[src/rtl/clk_div_seq.sv]
// Sequencer/arbiter that applies divide-ratio changes from two requesters using a gate/load/settle sequence.
// Optional macro DIV_SEQ_RATIO_CHECK_EN rejects ratios below 2 with an o_err pulse.
module clk_div_seq #(
  parameter int WIDTH       = 5,
  parameter int GATE_CYCLES = 4,
  parameter int RESET_RATIO = 2
) (
  input  logic             i_ref_clk,
  input  logic             i_rst_n,
  input  logic             i_req_a_valid,
  input  logic [WIDTH-1:0] i_req_a_ratio,
  output logic             o_req_a_ready,
  input  logic             i_req_b_valid,
  input  logic [WIDTH-1:0] i_req_b_ratio,
  output logic             o_req_b_ready,
  output logic [WIDTH-1:0] o_div_ratio,
  output logic             o_clk_en,
  output logic             o_busy,
  output logic             o_grant_id,
  output logic             o_done,
  output logic             o_err
);

  localparam int GW = $clog2(GATE_CYCLES + 1);

  typedef enum logic [2:0] {
    S_IDLE   = 3'd0,
    S_GATE   = 3'd1,
    S_LOAD   = 3'd2,
    S_SETTLE = 3'd3,
`ifdef DIV_SEQ_RATIO_CHECK_EN
    S_DONE   = 3'd4,
    S_ERR    = 3'd5
`else
    S_DONE   = 3'd4
`endif
  } state_t;

  state_t             state_r;
  state_t             next_state_s;
  logic               ptr_r;
  logic [WIDTH-1:0]   ratio_r;
  logic [GW-1:0]      gate_cnt_r;
  logic [WIDTH:0]     settle_cnt_r;
  logic [WIDTH-1:0]   div_ratio_r;
  logic               clk_en_r;
  logic               busy_r;
  logic               grant_id_r;
  logic               done_r;
  logic               grant_a_s;
  logic               grant_b_s;
  logic               hs_s;
  logic [WIDTH-1:0]   hs_ratio_s;
  logic [WIDTH:0]     settle_load_s;

  // Round-robin arbitration, handshake detection and next-state logic
  always_comb begin
    grant_a_s     = i_req_a_valid & (~i_req_b_valid | ~ptr_r);
    grant_b_s     = i_req_b_valid & (~i_req_a_valid | ptr_r);
    hs_s          = (state_r == S_IDLE) & (grant_a_s | grant_b_s);
    hs_ratio_s    = i_req_b_ratio;
    settle_load_s = {ratio_r, 1'b0};
    next_state_s  = state_r;
    if (grant_a_s) begin
      hs_ratio_s = i_req_a_ratio;
    end else begin
      hs_ratio_s = i_req_b_ratio;
    end
    // Two divided periods, never fewer than 2 cycles for ratios 0/1
    if (ratio_r < WIDTH'(2)) begin
      settle_load_s = (WIDTH+1)'(2);
    end else begin
      settle_load_s = {ratio_r, 1'b0};
    end
    case (state_r)
      S_IDLE: begin
        if (hs_s) begin
`ifdef DIV_SEQ_RATIO_CHECK_EN
          if (hs_ratio_s < WIDTH'(2)) begin
            next_state_s = S_ERR;
          end else begin
            next_state_s = S_GATE;
          end
`else
          next_state_s = S_GATE;
`endif
        end else begin
          next_state_s = S_IDLE;
        end
      end
      S_GATE: begin
        if (gate_cnt_r == GW'(1)) begin
          next_state_s = S_LOAD;
        end else begin
          next_state_s = S_GATE;
        end
      end
      S_LOAD:   next_state_s = S_SETTLE;
      S_SETTLE: begin
        if (settle_cnt_r == (WIDTH+1)'(1)) begin
          next_state_s = S_DONE;
        end else begin
          next_state_s = S_SETTLE;
        end
      end
      S_DONE:   next_state_s = S_IDLE;
`ifdef DIV_SEQ_RATIO_CHECK_EN
      S_ERR:    next_state_s = S_IDLE;
`endif
      default:  next_state_s = S_IDLE;
    endcase
  end

  // Ready is only offered in IDLE to the arbitration winner
  always_comb begin
    o_req_a_ready = (state_r == S_IDLE) & grant_a_s;
    o_req_b_ready = (state_r == S_IDLE) & grant_b_s;
  end

  // State, counters and registered divider controls
  always_ff @(posedge i_ref_clk) begin
    if (!i_rst_n) begin
      state_r      <= S_IDLE;
      ptr_r        <= 1'b0;
      ratio_r      <= WIDTH'(RESET_RATIO);
      gate_cnt_r   <= '0;
      settle_cnt_r <= '0;
      div_ratio_r  <= WIDTH'(RESET_RATIO);
      clk_en_r     <= 1'b0;
      busy_r       <= 1'b0;
      grant_id_r   <= 1'b0;
      done_r       <= 1'b0;
    end else begin
      state_r <= next_state_s;
      busy_r  <= (next_state_s != S_IDLE);
      done_r  <= (next_state_s == S_DONE);
      case (state_r)
        S_IDLE: begin
          if (hs_s) begin
            ratio_r    <= hs_ratio_s;
            grant_id_r <= grant_b_s;
            ptr_r      <= ~grant_b_s;
            gate_cnt_r <= GW'(GATE_CYCLES);
          end else begin
            ratio_r <= ratio_r;
          end
          // A rejected request leaves the clock enable untouched
          if (next_state_s == S_GATE) begin
            clk_en_r <= 1'b0;
          end else begin
            clk_en_r <= clk_en_r;
          end
        end
        S_GATE: gate_cnt_r <= gate_cnt_r - GW'(1);
        S_LOAD: begin
          div_ratio_r  <= ratio_r;
          settle_cnt_r <= settle_load_s;
          clk_en_r     <= 1'b1;
        end
        S_SETTLE: settle_cnt_r <= settle_cnt_r - (WIDTH+1)'(1);
        default: clk_en_r <= clk_en_r;
      endcase
    end
  end

`ifdef DIV_SEQ_RATIO_CHECK_EN
  logic err_r;

  // Single-cycle rejection pulse
  always_ff @(posedge i_ref_clk) begin
    if (!i_rst_n) begin
      err_r <= 1'b0;
    end else begin
      err_r <= (next_state_s == S_ERR);
    end
  end

  assign o_err = err_r;
`else
  assign o_err = 1'b0;
`endif

  assign o_div_ratio = div_ratio_r;
  assign o_clk_en    = clk_en_r;
  assign o_busy      = busy_r;
  assign o_grant_id  = grant_id_r;
  assign o_done      = done_r;

endmodule
[config.mk]
export PLATFORM = sky130hd
export DESIGN_NAME = clk_div_seq
export DESIGN_NICKNAME = d
export VERILOG_FILES = /design/src/rtl/clk_div_seq.sv
export SDC_FILE = /design/constraint.sdc
export NUM_CORES = 1
export LEC_CHECK = 0
export BUFFER_PORTS_ARGS = -buffer_cell sky130_fd_sc_hd__buf_2
export CAP_MARGIN = 15
export CORE_MARGIN = 4
export CORE_UTILIZATION = 30
export DETAILED_ROUTE_END_ITERATION = 10
export PLACE_DENSITY = 0.49
export SYNTH_ARGS = -nofsm -noshare
export SYNTH_HDL_FRONTEND = slang
export SYNTH_SLANG_ARGS = --single-unit
[constraint.sdc]
create_clock -name i_ref_clk -period 1.6 [get_ports i_ref_clk]
set_input_delay 0.16 -clock i_ref_clk [delete_from_list [all_inputs] [get_ports i_ref_clk]]
set_output_delay 0.16 -clock i_ref_clk [all_outputs]
set_load 0.05 [all_outputs]
==> flow_summary.ini, run 1 <==
[synthesis]
yosysMostFrequentCell = dfxtp_1
syn_inst = 146
synth_top_area_frac = 0.3971
synth_top_cell_by_area = dfxtp_1
synth-main-ff-cell = dfxtp_1
avgSynthCellArea_um2 = 9.324
yosys_warnings = 0
synth_common_cells = dfxtp_1, nand2_1, a21oi_1
synth_cell_types = 53
synth-async-reset-ratio = 0
netlist_area_mm2 = 0.001361
synth_nets = 164
ys_ff_latch = 27
yosysSeqAreaShare = 0.3971
synth_edf_count = 0
yosys-top-cells-area = dfxtp_1, o32a_1, nand2_1

[sta]
fmax_mhz = 641.2
skew_ns = 0.003567
setup_viol = 0
min_period_over_period = 0.9747
slew_headroom = 0.6480
whs_ns = 0.1561
hold_viol = 0
tns_ns = 0
post-route-min-period_ns = 1.560
slew_violations = 0
rsz0062_at_grt = yes
worstMarginPinSlew_ns = 0.5261

[floorplanning]
num_rows = 24
dieArea_mm2 = 0.005679
die_x_um = 75.36
initial_utilization = 0.3105
core_area_mm2 = 0.004384
ios = 26
die_height_um = 75.36

[pwr]
seq_power_share = 0.499
ir_drop_v = 0.0005018
pwr-share-comb = 0.236
p_sw_uw = 451.0
p_leak_uw = 0.0007056
power.density_mw_per_mm2 = 904.6
swShare = 0.2992
p_int_uw = 1057
power_frac_clock = 0.265

[final_layout]
multiInputGateArea_um2 = 738.2
drive_gt1_frac = 0.3222
fin_nets = 199
nFillCells = 439
instances_no_fill = 232
seqCellArea_um2 = 546.8
areaGrowthSynthToFinish_pct = 22.43
diodes = 0

[setup_path]
rrSetupSlack_ns = 0.12
crit_required_ns = 1.44
start_kind = register
r2r_start = state_r[0]
startpoint = state_r[0]
rr_endpoint = settle_cnt_r[3]
crit_slowest_cell = or3_4
reg2reg_depth = 4
cp.depth = 3
crit_type = reg -> out
path_max_fanout = 5
crit_end = o_req_b_ready
cp_num_buf_inv = 1
cp-end-kind = output pin
critPathTopFamily = simple AND/OR/NAND/NOR gates
path_cells = or3_4 > nor3_4 > buf_6
max_stage_delay_ns = 0.42
arrival_ns = 1.40

[routing]
dr_total_vias = 1177
firstDrtPassIters = 4
wirelength_um = 3135
drc_errors = 0
wl_per_cell_um = 13.51
ant_nets = 0
vias_per_cell = 5.073
drt-initial-drc-count = 62

[hold_path]
min_from = i_req_b_valid
hold_path.class = in -> reg

[clocking]
htreeDepth = 1
cts_buffers = 3
holdBufCountCts = 0
cts.sinks = 27
cts_tree = yes
clock_path_buffers = 2
cts-root-buf = clkbuf_8
clock_latency_ns = 0.27
clkSlewWorstSetupHoldPaths_ns = 0.09

[job]
max_cap_viol_count = 0

[global_routing]
grt_pass1_vias = 1137
overflow = 0
grt_pass1_wl_um = 5188
antenna_found_initial = 0
track_usage = 0.1166
grt_max_degree = 17

[run_status]
status = complete, no violations

[placed_design]
post-dp-hpwl_um = 2386
io_buffers = 24
gp_congestion = 0.7713
dp.cells = 225
## stage by stage
| step | power, uW | area [um2] | setup slack [ns] | util |
|---|---|---|---|---|
| 3_3_place_gp | 1100 | 1574 | 0.1297 | 0.3590 |
| 6_report | 1508 | 1667 | 0.04048 | 0.3801 |
| 3_5_place_dp | 1104 | 1574 | 0.1102 | 0.3590 |
| 2_1_floorplan | 1003 | 1365 | -0.008624 | - |
| 4_1_cts | 1512 | 1637 | 0.02804 | 0.3733 |
| 5_1_grt | 1594 | 1667 | -0.008599 | 0.3801 |
## worst min-delay path by stage
| stage | to | slack [ns] | depth (start not counted) |
|---|---|---|---|
| after floorplan | ptr_r | 0.28 | 1 |
| after global placement | o_div_ratio[3] | 0.44 | 2 |
| after detailed placement | ptr_r | 0.44 | 2 |
| after CTS | ptr_r | 0.14 | 2 |
| after global routing | ptr_r | 0.16 | 2 |
| final | ptr_r | 0.16 | 2 |
## cell families (layout without fill, tap and decap cells)
kind of cell	after synthesis	after routing	share of synthesized area
xor+xnor	1	1	0.006435
compound gates	44	44	0.2426
simple gates	51	51	0.2390
buf+inv	17	51	0.06802
other cells	1	1	0.002755
fa+ha+maj	4	4	0.03677
mux	1	1	0.007353
flops	27	27	0.3971
## power by group through the flow
stage	Sequential [uW]	Clock (uW)	Combinational, uW
global placement	768	0	333
floorplan	782	0	221
finish	753	399	356
global route	758	447	389
CTS	754	413	344
detailed placement	770	0	334
## timing repair
action / 4_1_cts / 5_1_grt
buffers inserted: 0 / 3
resized for setup: 4 / 4
pin swaps: 1 / 1
setup endpoints to repair: 2 / 2
## layout by cell type (no fill, tap or decap), drive strengths merged, types with 2 or more instances in the layout
cell type	Yosys	routed
o21a	3	3
buf	6	38
a31oi	4	4
a21oi	11	11
o32a	6	6
nor2b	6	6
dfxtp	27	27
o211ai	3	3
or2	2	2
nand2	15	15
o21ai	3	3
ha	4	4
or3	2	2
or3b	3	3
inv	8	8
nor2	4	4
nor3	6	6
o221a	4	4
o311ai	2	2
clkbuf	2	3
## registers in the layout, summed over array words and instances (netlist names)
register / cells
gate_cnt_r: 3
ptr_r: 1
o_clk_en: 1
state_r: 3
o_div_ratio: 5
settle_cnt_r: 6
o_done: 1
o_busy: 1
o_grant_id: 1
ratio_r: 5
## per-layer routing
metal | global-route usage | wire, um | up-vias
li1 | - | - | 600
met1 | 0.1536 | 1505 | 552
met2 | 0.1956 | 1478 | 23
met3 | 0.01979 | 137 | 2
met4 | 0.03495 | 15 | 0
met5 | 0 | 0 | -
## layout make-up
cell class | count | area share
clock buffer | 3 | 0.02477
clock inverter | 1 | 0.004505
inverter | 9 | 0.02027
multi-input combinational | 102 | 0.4429
sequential | 27 | 0.3281
tap | 52 | 0.03904
timing repair buffer | 38 | 0.1404
Power figures use the tool's default switching activity.
==> inputs of run 2 (changes only) <==
clock period = 1.9 ns   (was 1.6 ns; I/O delays follow)
==> flow_summary.ini, run 2 (synthesized netlist as in run 1, its figures left out) <==
[clocking]
postCtsSetupRepairBufs = 0
clock_path_buffers = 2
holdBufCountCts = 0
cts_tree = yes
clock_latency_ns = 0.28
cts.sinks = 27
cts-root-buf = clkbuf_8
htreeDepth = 1
clkSlewWorstSetupHoldPaths_ns = 0.10
cts_buffers = 3

[sta]
rsz0062_at_grt = no
whs_ns = 0.1773
worstMarginPinSlew_ns = 0.5661
min_period_over_period = 0.9230
tns_ns = 0
fmax_mhz = 570.2
slew_headroom = 0.6197
slew_violations = 0
skew_ns = 0.005522
post-route-min-period_ns = 1.754
hold_viol = 0
setup_viol = 0

[global_routing]
grt_pass1_wl_um = 5257
grt_max_degree = 18
overflow = 0
antenna_found_initial = 0
grt_pass1_vias = 1128
track_usage = 0.1212

[final_layout]
areaGrowthSynthToFinish_pct = 16.08
final_common_cell = dfxtp_1
largest_register = settle_cnt_r
nFillCells = 464
final_cell_mix = dfxtp_1, buf_2, nand2_1
drive_gt1_frac = 0.2632
fin_nets = 190
largest_register_ffs = 6
diodes = 0

[pwr]
power.density_mw_per_mm2 = 781.5
p_leak_uw = 0.0006629
ir_drop_v = 0.0003950

[placed_design]
post-dp-hpwl_um = 2423
gp_congestion = 0.7808
io_buffers = 24

[setup_path]
rrSetupSlack_ns = 0.36
crit_type = reg -> out
path_cells = or3_4 > nor3_4 > clkbuf_4
arrival_ns = 1.56
rr_endpoint = settle_cnt_r[4]
crit_slowest_cell = or3_4
cp-end-kind = output pin
crit_end = o_req_b_ready
path_max_fanout = 11
max_stage_delay_ns = 0.44
startpoint = state_r[1]
crit_required_ns = 1.71
reg2reg_depth = 5
r2r_start = settle_cnt_r[0]
start_kind = register

[run_status]
status = complete, no violations

[floorplanning]
num_rows = 24
die_height_um = 75.36
ios = 26
die_x_um = 75.36
dieArea_mm2 = 0.005679
core_area_mm2 = 0.004384
initial_utilization = 0.3105

[hold_path]
hold_path.class = in -> reg
whs_path_depth = 2

[routing]
wirelength_um = 3162
wl_per_cell_um = 14.18
ant_nets = 0
firstDrtPassIters = 4
drt-initial-drc-count = 40
dr_total_vias = 1158
drc_errors = 0
vias_per_cell = 5.193

[job]
max_cap_viol_count = 0
==> run 2: cell count changes in the layout (fill, tap and decap cells not counted), sizes merged <==
cell,previous run,this run
buf,38,28
clkbuf,3,4
clkinv,1,2
clkinvlp,1,0
==> run 2: timing repair <==
item,CTS,global route
hold endpoints to repair,0,0
pin swaps,0,0
gates cloned,0,0
gates resized for setup,1,2
endpoints found under the setup margin,1,1
==> run 2: area by class of cell <==
class                           instances  area [um2]  share of cell area
Inverter                                9       33.78             0.02138
Clock buffer                            3       41.29             0.02613
Clock inverter                          1       5.005            0.003167
Multi-Input combinational cell        102       733.2              0.4640
Sequential cell                        27       541.8              0.3428
Tap cell                               52       65.06             0.04117
Timing Repair Buffer                   29       160.2              0.1013
==> run 2: critical path: cells and delay by family, from the launching register on <==
family | cells | cell delay [ns]
buffers and inverters | 1 | 0.25
DFF | 1 | 0.40
and+or+nand+nor | 2 | 0.63
==> run 2: per-stage QoR <==
step	utilization	instance area [um2]	setup WS [ns]	std cells	power, uW
finish	0.3604	1580	0.1463	223	1235
CTS	0.3596	1577	0.03501	223	1250
floorplan	-	1361	0.1140	146	842.9
detailed placement	0.3479	1525	0.2592	219	908.6
global route	0.3604	1580	0.08709	223	1300
global placement	0.3479	1525	0.3023	219	903.7
==> run 2: power by group <==
part           internal, uW  total [uW]  switching [uW]
clock network           147         335             188
logic                   111         268             157
registers               602         632            29.8
==> run 2: worst min-delay path by stage <==
| stage | start | end | slack [ns] |
|---|---|---|---|
| floorplan | i_req_b_valid | ptr_r | 0.31 |
| global placement | o_div_ratio[2] | o_div_ratio[2] | 0.44 |
| detailed placement | o_div_ratio[2] | o_div_ratio[2] | 0.44 |
| CTS | i_req_b_valid | ptr_r | 0.16 |
| global route | i_req_b_valid | ptr_r | 0.18 |
| finish | i_req_b_valid | ptr_r | 0.18 |
==> run 2: per-layer routing <==
metal,vias to the layer above,global-route usage,part of all wire
met5,-,0,0
met4,0,0.04466,0.015
met3,5,0.02507,0.052
met2,33,0.1918,0.45
met1,538,0.1632,0.48
li1,582,-,-
